--- config.mk ---
export PLATFORM = sky130hd
export DESIGN_NAME = sum_accumulator_flat
export DESIGN_NICKNAME = d
export VERILOG_FILES = /design/src/rtl/sum_accumulator_if.sv /design/src/rtl/sum_accumulator.sv /design/src/flat_wrapper.sv
export SDC_FILE = /design/constraint.sdc
export NUM_CORES = 1
export LEC_CHECK = 0
export BUFFER_PORTS_ARGS = -buffer_cell sky130_fd_sc_hd__buf_2
export CAP_MARGIN = 20
export CORE_MARGIN = 5
export CORE_UTILIZATION = 52
export CTS_BUF_LIST = sky130_fd_sc_hd__clkbuf_4
export CTS_CLUSTER_DIAMETER = 100
export DETAILED_ROUTE_END_ITERATION = 16
export GPL_TIMING_DRIVEN = 0
export PLACE_DENSITY = 0.77
export RECOVER_POWER = 100
export SYNTH_ARGS = -nofsm -noshare
export SYNTH_HDL_FRONTEND = slang
export SYNTH_SLANG_ARGS = --single-unit
--- constraint.sdc ---
create_clock -name clk -period 1.7 [get_ports clk]
set_input_delay 0.085 -clock clk [delete_from_list [all_inputs] [get_ports clk]]
set_output_delay 0.085 -clock clk [all_outputs]
set_load 0.01 [all_outputs]
--- src/rtl/sum_accumulator_if.sv ---
// Valid/ready bus between the operand adder, the sum accumulator and the result consumer.
// master: environment side (producer of sums, consumer of results); slave: the accumulator.
interface sum_accumulator_if #(
  parameter int unsigned SUM_W = 6,
  parameter int unsigned ACC_W = 8
);
  logic             in_valid;
  logic             in_ready;
  logic [SUM_W-1:0] in_sum;
  logic             out_valid;
  logic             out_ready;
  logic [ACC_W-1:0] out_acc;
  logic             out_ovf;

  modport master (
    output in_valid, in_sum, out_ready,
    input  in_ready, out_valid, out_acc, out_ovf
  );

  modport slave (
    input  in_valid, in_sum, out_ready,
    output in_ready, out_valid, out_acc, out_ovf
  );
endinterface

--- src/rtl/sum_accumulator.sv ---
// Accumulates NUM_SAMPLES adder sums into one total with a sticky overflow flag.
// Define SUM_ACC_SATURATE_EN to clamp the total at 2^ACC_W-1 instead of wrapping.
module sum_accumulator #(
  parameter int unsigned SUM_W       = 6,
  parameter int unsigned ACC_W       = 8,
  parameter int unsigned NUM_SAMPLES = 8
) (
  input  logic                clk,
  input  logic                rst_n,
  input  logic                clear,
  sum_accumulator_if.slave    bus
);

  localparam int unsigned CNT_W = $clog2(NUM_SAMPLES + 1);
  localparam int unsigned EXT_W = ACC_W + 1;

  typedef enum logic [1:0] {
    IDLE  = 2'd0,
    ACCUM = 2'd1,
    HOLD  = 2'd2
  } state_e;

  state_e             state_q, state_d;
  logic [ACC_W-1:0]   acc_q, acc_d;
  logic [CNT_W-1:0]   cnt_q, cnt_d;
  logic               ovf_q, ovf_d;
  logic               out_valid_q, out_valid_d;
  logic [ACC_W-1:0]   out_acc_q, out_acc_d;
  logic               out_ovf_q, out_ovf_d;

  logic               accept;
  logic [EXT_W-1:0]   sum_ext;
  logic [CNT_W-1:0]   cnt_inc;
  logic               last;
  logic               carry;
  logic [ACC_W-1:0]   acc_new;
  logic               ovf_new;

  // in_ready depends on state only, so producers see no path from their own valid.
  assign bus.in_ready  = (state_q != HOLD);
  assign bus.out_valid = out_valid_q;
  assign bus.out_acc   = out_acc_q;
  assign bus.out_ovf   = out_ovf_q;

  always_comb begin
    state_d     = state_q;
    acc_d       = acc_q;
    cnt_d       = cnt_q;
    ovf_d       = ovf_q;
    out_valid_d = out_valid_q;
    out_acc_d   = out_acc_q;
    out_ovf_d   = out_ovf_q;

    accept  = bus.in_valid && (state_q != HOLD);
    sum_ext = EXT_W'(acc_q) + EXT_W'(bus.in_sum);
    carry   = sum_ext[ACC_W];
    ovf_new = ovf_q | carry;
    cnt_inc = cnt_q + CNT_W'(1);
    last    = (cnt_inc == CNT_W'(NUM_SAMPLES));
`ifdef SUM_ACC_SATURATE_EN
    acc_new = ovf_new ? {ACC_W{1'b1}} : sum_ext[ACC_W-1:0];
`else
    acc_new = sum_ext[ACC_W-1:0];
`endif

    if (clear) begin
      state_d     = IDLE;
      acc_d       = '0;
      cnt_d       = '0;
      ovf_d       = 1'b0;
      out_valid_d = 1'b0;
      out_acc_d   = '0;
      out_ovf_d   = 1'b0;
    end else begin
      case (state_q)
        // acc/cnt/ovf are zero in IDLE, so the first sample shares the ACCUM datapath.
        IDLE, ACCUM: begin
          if (accept) begin
            acc_d = acc_new;
            ovf_d = ovf_new;
            cnt_d = cnt_inc;
            if (last) begin
              state_d     = HOLD;
              out_valid_d = 1'b1;
              out_acc_d   = acc_new;
              out_ovf_d   = ovf_new;
            end else begin
              state_d = ACCUM;
            end
          end
        end
        HOLD: begin
          if (bus.out_ready) begin
            state_d     = IDLE;
            acc_d       = '0;
            cnt_d       = '0;
            ovf_d       = 1'b0;
            out_valid_d = 1'b0;
            out_acc_d   = '0;
            out_ovf_d   = 1'b0;
          end
        end
        default: begin
          state_d     = IDLE;
          acc_d       = '0;
          cnt_d       = '0;
          ovf_d       = 1'b0;
          out_valid_d = 1'b0;
          out_acc_d   = '0;
          out_ovf_d   = 1'b0;
        end
      endcase
    end
  end

  always_ff @(posedge clk or negedge rst_n) begin
    if (!rst_n) begin
      state_q     <= IDLE;
      acc_q       <= '0;
      cnt_q       <= '0;
      ovf_q       <= 1'b0;
      out_valid_q <= 1'b0;
      out_acc_q   <= '0;
      out_ovf_q   <= 1'b0;
    end else begin
      state_q     <= state_d;
      acc_q       <= acc_d;
      cnt_q       <= cnt_d;
      ovf_q       <= ovf_d;
      out_valid_q <= out_valid_d;
      out_acc_q   <= out_acc_d;
      out_ovf_q   <= out_ovf_d;
    end
  end

endmodule

--- src/flat_wrapper.sv ---
// flat-port wrapper written by rule: the top's interface ports become plain ports
module sum_accumulator_flat 
#(
  parameter int unsigned SUM_W       = 6,
  parameter int unsigned ACC_W       = 8,
  parameter int unsigned NUM_SAMPLES = 8
)
  (clk, rst_n, clear, bus_in_valid, bus_in_sum, bus_out_ready, bus_in_ready, bus_out_valid, bus_out_acc, bus_out_ovf);
  sum_accumulator_if #(.SUM_W(SUM_W), .ACC_W(ACC_W)) bus_i ();
  input  logic clk;
  input  logic rst_n;
  input  logic clear;
  input wire logic [$bits(bus_i.in_valid)-1:0] bus_in_valid;
  input wire logic [$bits(bus_i.in_sum)-1:0] bus_in_sum;
  input wire logic [$bits(bus_i.out_ready)-1:0] bus_out_ready;
  output wire logic [$bits(bus_i.in_ready)-1:0] bus_in_ready;
  output wire logic [$bits(bus_i.out_valid)-1:0] bus_out_valid;
  output wire logic [$bits(bus_i.out_acc)-1:0] bus_out_acc;
  output wire logic [$bits(bus_i.out_ovf)-1:0] bus_out_ovf;
  assign bus_i.in_valid = bus_in_valid;
  assign bus_i.in_sum = bus_in_sum;
  assign bus_i.out_ready = bus_out_ready;
  assign bus_in_ready = bus_i.in_ready;
  assign bus_out_valid = bus_i.out_valid;
  assign bus_out_acc = bus_i.out_acc;
  assign bus_out_ovf = bus_i.out_ovf;
  sum_accumulator #(.SUM_W(SUM_W), .ACC_W(ACC_W), .NUM_SAMPLES(NUM_SAMPLES)) u_core (.clk(clk), .rst_n(rst_n), .clear(clear), .bus(bus_i));
endmodule
==> flow_summary.yaml, run 1 <==
logic_synthesis:
  synth-seq-cells: 25
  synth_largest_area_cell: "dfrtp_1"
  synth_cell_type_count: 37
  synthTopCellsByCount: "25 x dfrtp_1, 23 x nand2_1, 12 x o21ai_1"
  netlist.area_leader.share: 0.455
  synthArstFlopShare: 1.00
  syn_inst: 134
  synth_ff_type: "dfrtp_1"
  synth.top_cells.by_area: "dfrtp_1 46%, ha_1 7.3%, nand2_1 6.3%"
  ys_seq_area_frac: 0.455
  synth_area_per_cell_um2: 10.3
  synth_fp_nets: 154
  synth-edff-count: 0
  netlist_area_um2: 1370
  synthMostInstantiatedCell: "dfrtp_1"
  yosys_warnings: 0
sta:
  fin_crit_ps: 1870
  fin_setup_tns_ps: -855
  drv_slew: 0
  rsz0062_at_grt: "true"
  maxSlewHeadroom: 0.0955
  setup-violations-final: 8
  hold_ws_ps: 14.9
  worst_clock_skew_ps: 15.0
  finalWorstSetupSlack_ps: -171
  timing.final.crit_share: 1.10
  tightest_slew_ps: 1360
  fmax_mhz: 534
  finalHoldViolations: 0
worst_setup_path:
  r2r_cells: 7
  crit_chain: "ha_4 -> fa_2 -> a21oi_2 -> o21ai_1 -> a21o_1 -> xnor2_2 -> o31ai_1"
  critPathMaxStageDelay_ps: 430
  cp_data_arrival_time_ps: 2110
  path_max_fanout: 3
  cpLargestDelayFamily: "compound AO/OA/AOI/OAI gates"
  path_buf_inv: 0
  worstPathRequired_ps: 1940
  r2r-start: "u_core.acc_q[0]"
  start_kind: "flip-flop"
  crit_type: "reg -> reg"
  cp-end-kind: "flip-flop"
  rrSetupSlack_ps: -170
  critPathSlowestCell: "dfrtp_1"
  r2r_end: "u_core.bus.out_acc[6]"
placement:
  gp_congestion: 0.857
  place_hpwl_um: 2130
  placed_cell_area_um2: 1530
  io_buffers: 21
run_status:
  status: "finished with violations"
  violations: "negative setup slack"
finish:
  fillers: 183
  nets: 189
  final_util: 0.696
  drive_gt1_frac: 0.298
  design_area_um2: 1740
  areaGrowthSynthToFinish_pct: 26.7
  antenna_cells: 0
min_path:
  hold_class: "in -> reg"
  hold_path_startpoint: "clear"
  holdPathStages: 2
  hold_end: "u_core.state_q[1]"
floorplan:
  die_w_um: 61.4
  coreArea_um2: 2500
  dieArea_um2: 3770
  fp.dieH_um: 61.4
  initial_core_util: 0.550
  io_pins: 22
  rows: 18
clock_tree:
  cts.path.max_buffers: 2
  clkSlewWorstSetupHoldPaths_ps: 150
  cts_buffers: 3
  cts.htree.levels: 1
  clk_latency_ps: 330
  clock-sinks: 25
  cts_tree: "yes"
  cts_root_buf: "clkbuf_4"
grt:
  gr-total-overflow: 0
  grt_start_max_net_pins: 26
  grt_pass1_wl_um: 5280
  gr-max-usage-layer: "met2"
  grt.met2_usage: 0.337
  antenna_found_initial: 0
  use_met3: 0.0294
  grt_usage: 0.192
  grt_pass1_vias: 1123
  use_met1: 0.242
flow_run:
  max-cap-violations: 0
drt:
  ant_nets: 0
  remaining_drc_errors: 0
  routed_wl_um: 3240
  drt-initial-drc-count: 24
  vias: 1157
  vias_per_cell: 5.84
  dr.pass1.iters: 4
  wl_per_cell_um: 16.3
power_and_ir_drop:
  peakVddDrop_mv: 0.751
  p_leak_nw: 0.751
  power.total_mw: 1.76
  cellPowerDensity_nw_per_um2: 1010
through the flow:
stage	worst slack (ps)	cells
after floorplan	-38.8	134
after global placement	-142	185
after detailed placement	-174	185
after CTS	-185	194
after global routing	-274	198
final	-171	198
kinds of logic after synthesis:
| kind of cell | count (synthesis) | synth area share |
|---|---|---|
| multiplexers | 2 | 0.0164 |
| buffers and inverters | 6 | 0.0273 |
| flip-flops | 25 | 0.455 |
| adder cells (fa/ha/maj) | 9 | 0.0874 |
| AO/OA/AOI/OAI | 46 | 0.239 |
| XOR/XNOR | 6 | 0.0383 |
| AND/OR/NAND/NOR | 40 | 0.137 |
how the worst max path moves through the flow:
stage                             to  cells past startpoint  slack, ps            start
6_report       u_core.bus.out_acc[6]                      7       -170  u_core.acc_q[0]
3_5_place_dp   u_core.bus.out_acc[6]                      7       -170  u_core.acc_q[0]
4_1_cts        u_core.bus.out_acc[6]                      7       -190  u_core.acc_q[0]
5_1_grt        u_core.bus.out_acc[6]                      7       -270  u_core.acc_q[1]
2_1_floorplan  u_core.bus.out_acc[6]                      7        -40  u_core.acc_q[0]
3_3_place_gp   u_core.bus.out_acc[5]                      6       -140  u_core.acc_q[1]
what timing repair did:
action	CTS	global route
pin swaps	5	9
setup endpoints to repair	10	14
gates resized for setup	7	15
hold buffers	2	0
buffers inserted	4	4
hold endpoints to repair	26	0
where the power goes:
group	internal, mW	total (mW)	switching (mW)
logic	0.357	0.708	0.351
clock network	0.0884	0.279	0.190
registers	0.685	0.775	0.0902
total	1.13	1.76	0.632
cell type report:
type                       instances  area, µm²  area share
buffer                             3       18.8      0.0108
tap                               30       37.5      0.0216
multi-input combinational        103        855       0.491
clock buffer                       3       22.5      0.0129
clock inverter                     1       5.00     0.00288
inverter                           3       11.3     0.00647
sequential                        25        628       0.361
timing repair buffer              30        163      0.0935
cell usage in the layout (no fill, tap or decap), types with 2 or more instances in the layout:
cell,instances
o31ai_2,2
o211ai_1,3
xnor2_1,2
clkbuf_4,3
dlygate4sd3_1,2
o21ai_1,12
a22o_1,6
dfrtp_1,23
buf_4,9
xnor2_2,2
o31ai_1,3
a21oi_2,3
clkbuf_1,13
inv_1,3
ha_1,2
nand2_1,23
nor2_1,3
dfrtp_2,2
ha_4,5
a21oi_1,5
or2_1,2
nor2_2,3
a21o_1,2
nand3_1,2
buf_2,9
per-layer routing:
| layer | up-vias | wire length, µm |
|---|---|---|
| met2 | 34 | 1580 |
| li1 | 548 | - |
| met4 | 0 | 78 |
| met3 | 9 | 164 |
| met5 | - | 0 |
| met1 | 566 | 1410 |
flip-flops by register name, summed over array words and instances (netlist names):
signal and count:
u_core.state_q 2, u_core.bus.out_ovf 1, u_core.acc_q 8, u_core.cnt_q 4, u_core.bus.out_valid 1, u_core.bus.out_acc 8
u_core.ovf_q 1
Note: power is estimated with default switching activity, not from simulation.
==> inputs of run 2 (changes only) <==
==> constraint.sdc (replaced) <==
create_clock -name clk -period 1.7 [get_ports clk]
set_input_delay 0.34 -clock clk [delete_from_list [all_inputs] [get_ports clk]]
set_output_delay 0.34 -clock clk [all_outputs]
set_load 0.01 [all_outputs]
==> flow_summary.yaml, run 2 (synthesized netlist as in run 1, its figures left out) <==
worst_setup_path:
  critPathMaxStageDelay_ps: 430
  path_buf_inv: 0
  crit_type: "reg -> reg"
  crit_chain: "ha_4 -> fa_2 -> a21oi_2 -> o21ai_1 -> a21o_1 -> xnor2_2 -> o31ai_1"
  r2r_cells: 7
  cp.depth: 7
  cpLargestDelayFamily: "compound AO/OA/AOI/OAI gates"
  start_kind: "flip-flop"
  rrSetupSlack_ps: -180
  worstPathRequired_ps: 1940
  cp-end-kind: "flip-flop"
  critPathSlowestCell: "dfrtp_1"
  cp_data_arrival_time_ps: 2120
  path_max_fanout: 3
clock_tree:
  cts_tree: "yes"
  clock-sinks: 25
  cts_buffers: 3
  cts.path.max_buffers: 2
  cts.htree.levels: 1
  clkSlewWorstSetupHoldPaths_ps: 150
  clk_latency_ps: 330
  cts_root_buf: "clkbuf_4"
finish:
  antenna_cells: 0
  fillers: 189
  final_util: 0.680
  final_cell_mix: "23 x nand2_1, 23 x dfrtp_1, 12 x clkbuf_1, 12 x o21ai_1"
  areaGrowthSynthToFinish_pct: 23.7
  drive_gt1_frac: 0.293
  nets: 188
floorplan:
  initial_core_util: 0.550
  die_w_um: 61.4
  rows: 18
  coreArea_um2: 2500
  io_pins: 22
  fp.dieH_um: 61.4
  dieArea_um2: 3770
grt:
  antenna_found_initial: 0
  grt_start_max_net_pins: 26
  grt_pass1_wl_um: 5250
  grt_usage: 0.191
  grt_pass1_vias: 1115
  gr-total-overflow: 0
run_status:
  status: "finished with violations"
  violations: "negative setup slack"
power_and_ir_drop:
  p_leak_nw: 0.749
  cellPowerDensity_nw_per_um2: 1010
  peakVddDrop_mv: 0.813
drt:
  dr.pass1.iters: 4
  vias: 1138
  vias_per_cell: 5.78
  routed_wl_um: 3160
  drt-initial-drc-count: 35
  remaining_drc_errors: 0
  ant_nets: 0
  wl_per_cell_um: 16.1
sta:
  drv_slew: 0
  finalWorstSetupSlack_ps: -180
  timing.final.crit_share: 1.11
  maxSlewHeadroom: 0.583
  fmax_mhz: 532
  rsz0062_at_grt: "true"
  fin_crit_ps: 1880
  worst_clock_skew_ps: 15.7
  hold_ws_ps: 181
  setup-violations-final: 9
  finalHoldViolations: 0
  tightest_slew_ps: 625
min_path:
  hold_class: "in -> reg"
  holdPathStages: 2
flow_run:
  max-cap-violations: 0
placement:
  io_buffers: 21
  gp_congestion: 0.857
  place_hpwl_um: 2130
==> run 2: where the power goes <==
| group | switching, mW | leakage (nW) | internal [mW] |
|---|---|---|---|
| clock network | 0.189 | 0.0177 | 0.0884 |
| registers | 0.0836 | 0.333 | 0.685 |
| logic | 0.341 | 0.399 | 0.322 |
| total | 0.614 | 0.749 | 1.09 |
==> run 2: final cells by class <==
| type | instances | area, µm² | area share |
|---|---|---|---|
| buffer | 3 | 18.8 | 0.0110 |
| tap | 30 | 37.5 | 0.0221 |
| multi-input combinational | 103 | 822 | 0.484 |
| sequential | 25 | 628 | 0.370 |
| clock buffer | 3 | 22.5 | 0.0133 |
| clock inverter | 1 | 5.00 | 0.00295 |
| inverter | 3 | 11.3 | 0.00663 |
| timing repair buffer | 29 | 154 | 0.0906 |
==> run 2: final timing paths <==
kind                                            start                     to
worst max-delay path                  u_core.acc_q[0]  u_core.bus.out_acc[6]
worst min-delay path                    bus_out_ready      u_core.state_q[1]
worst max register to register        u_core.acc_q[0]  u_core.bus.out_acc[6]
worst min register to register  u_core.bus.out_acc[6]  u_core.bus.out_acc[6]
max in group asynchronous                       rst_n        u_core.cnt_q[0]
min in group asynchronous                       rst_n     u_core.bus.out_ovf
==> run 2: through the flow <==
stage | cells | power [mW] | setup TNS, ps | worst slack, ps | area, µm²
2_1_floorplan | 134 | 1.14 | -45.6 | -38.8 | 1380
3_3_place_gp | 185 | 1.26 | -1060 | -221 | 1530
3_5_place_dp | 185 | 1.28 | -1280 | -250 | 1530
4_1_cts | 193 | 1.61 | -720 | -185 | 1630
5_1_grt | 197 | 1.82 | -2130 | -289 | 1700
6_report | 197 | 1.71 | -960 | -180 | 1700
==> run 2: timing repair <==
| item | CTS | global route |
|---|---|---|
| setup endpoints to repair | 10 | 14 |
| resized for setup | 7 | 11 |
| hold buffers | 1 | 0 |
| hold endpoints to repair | 14 | 0 |
| setup buffers | 4 | 4 |
| pin swaps | 5 | 7 |
==> run 2: routing by layer <==
metal | vias up | wire length (µm) | GRT usage
met4 | 0 | 46 | 0.0636
met1 | 557 | 1390 | 0.241
li1 | 546 | - | -
met3 | 5 | 160 | 0.0314
met2 | 30 | 1560 | 0.334
met5 | - | 0 | 0
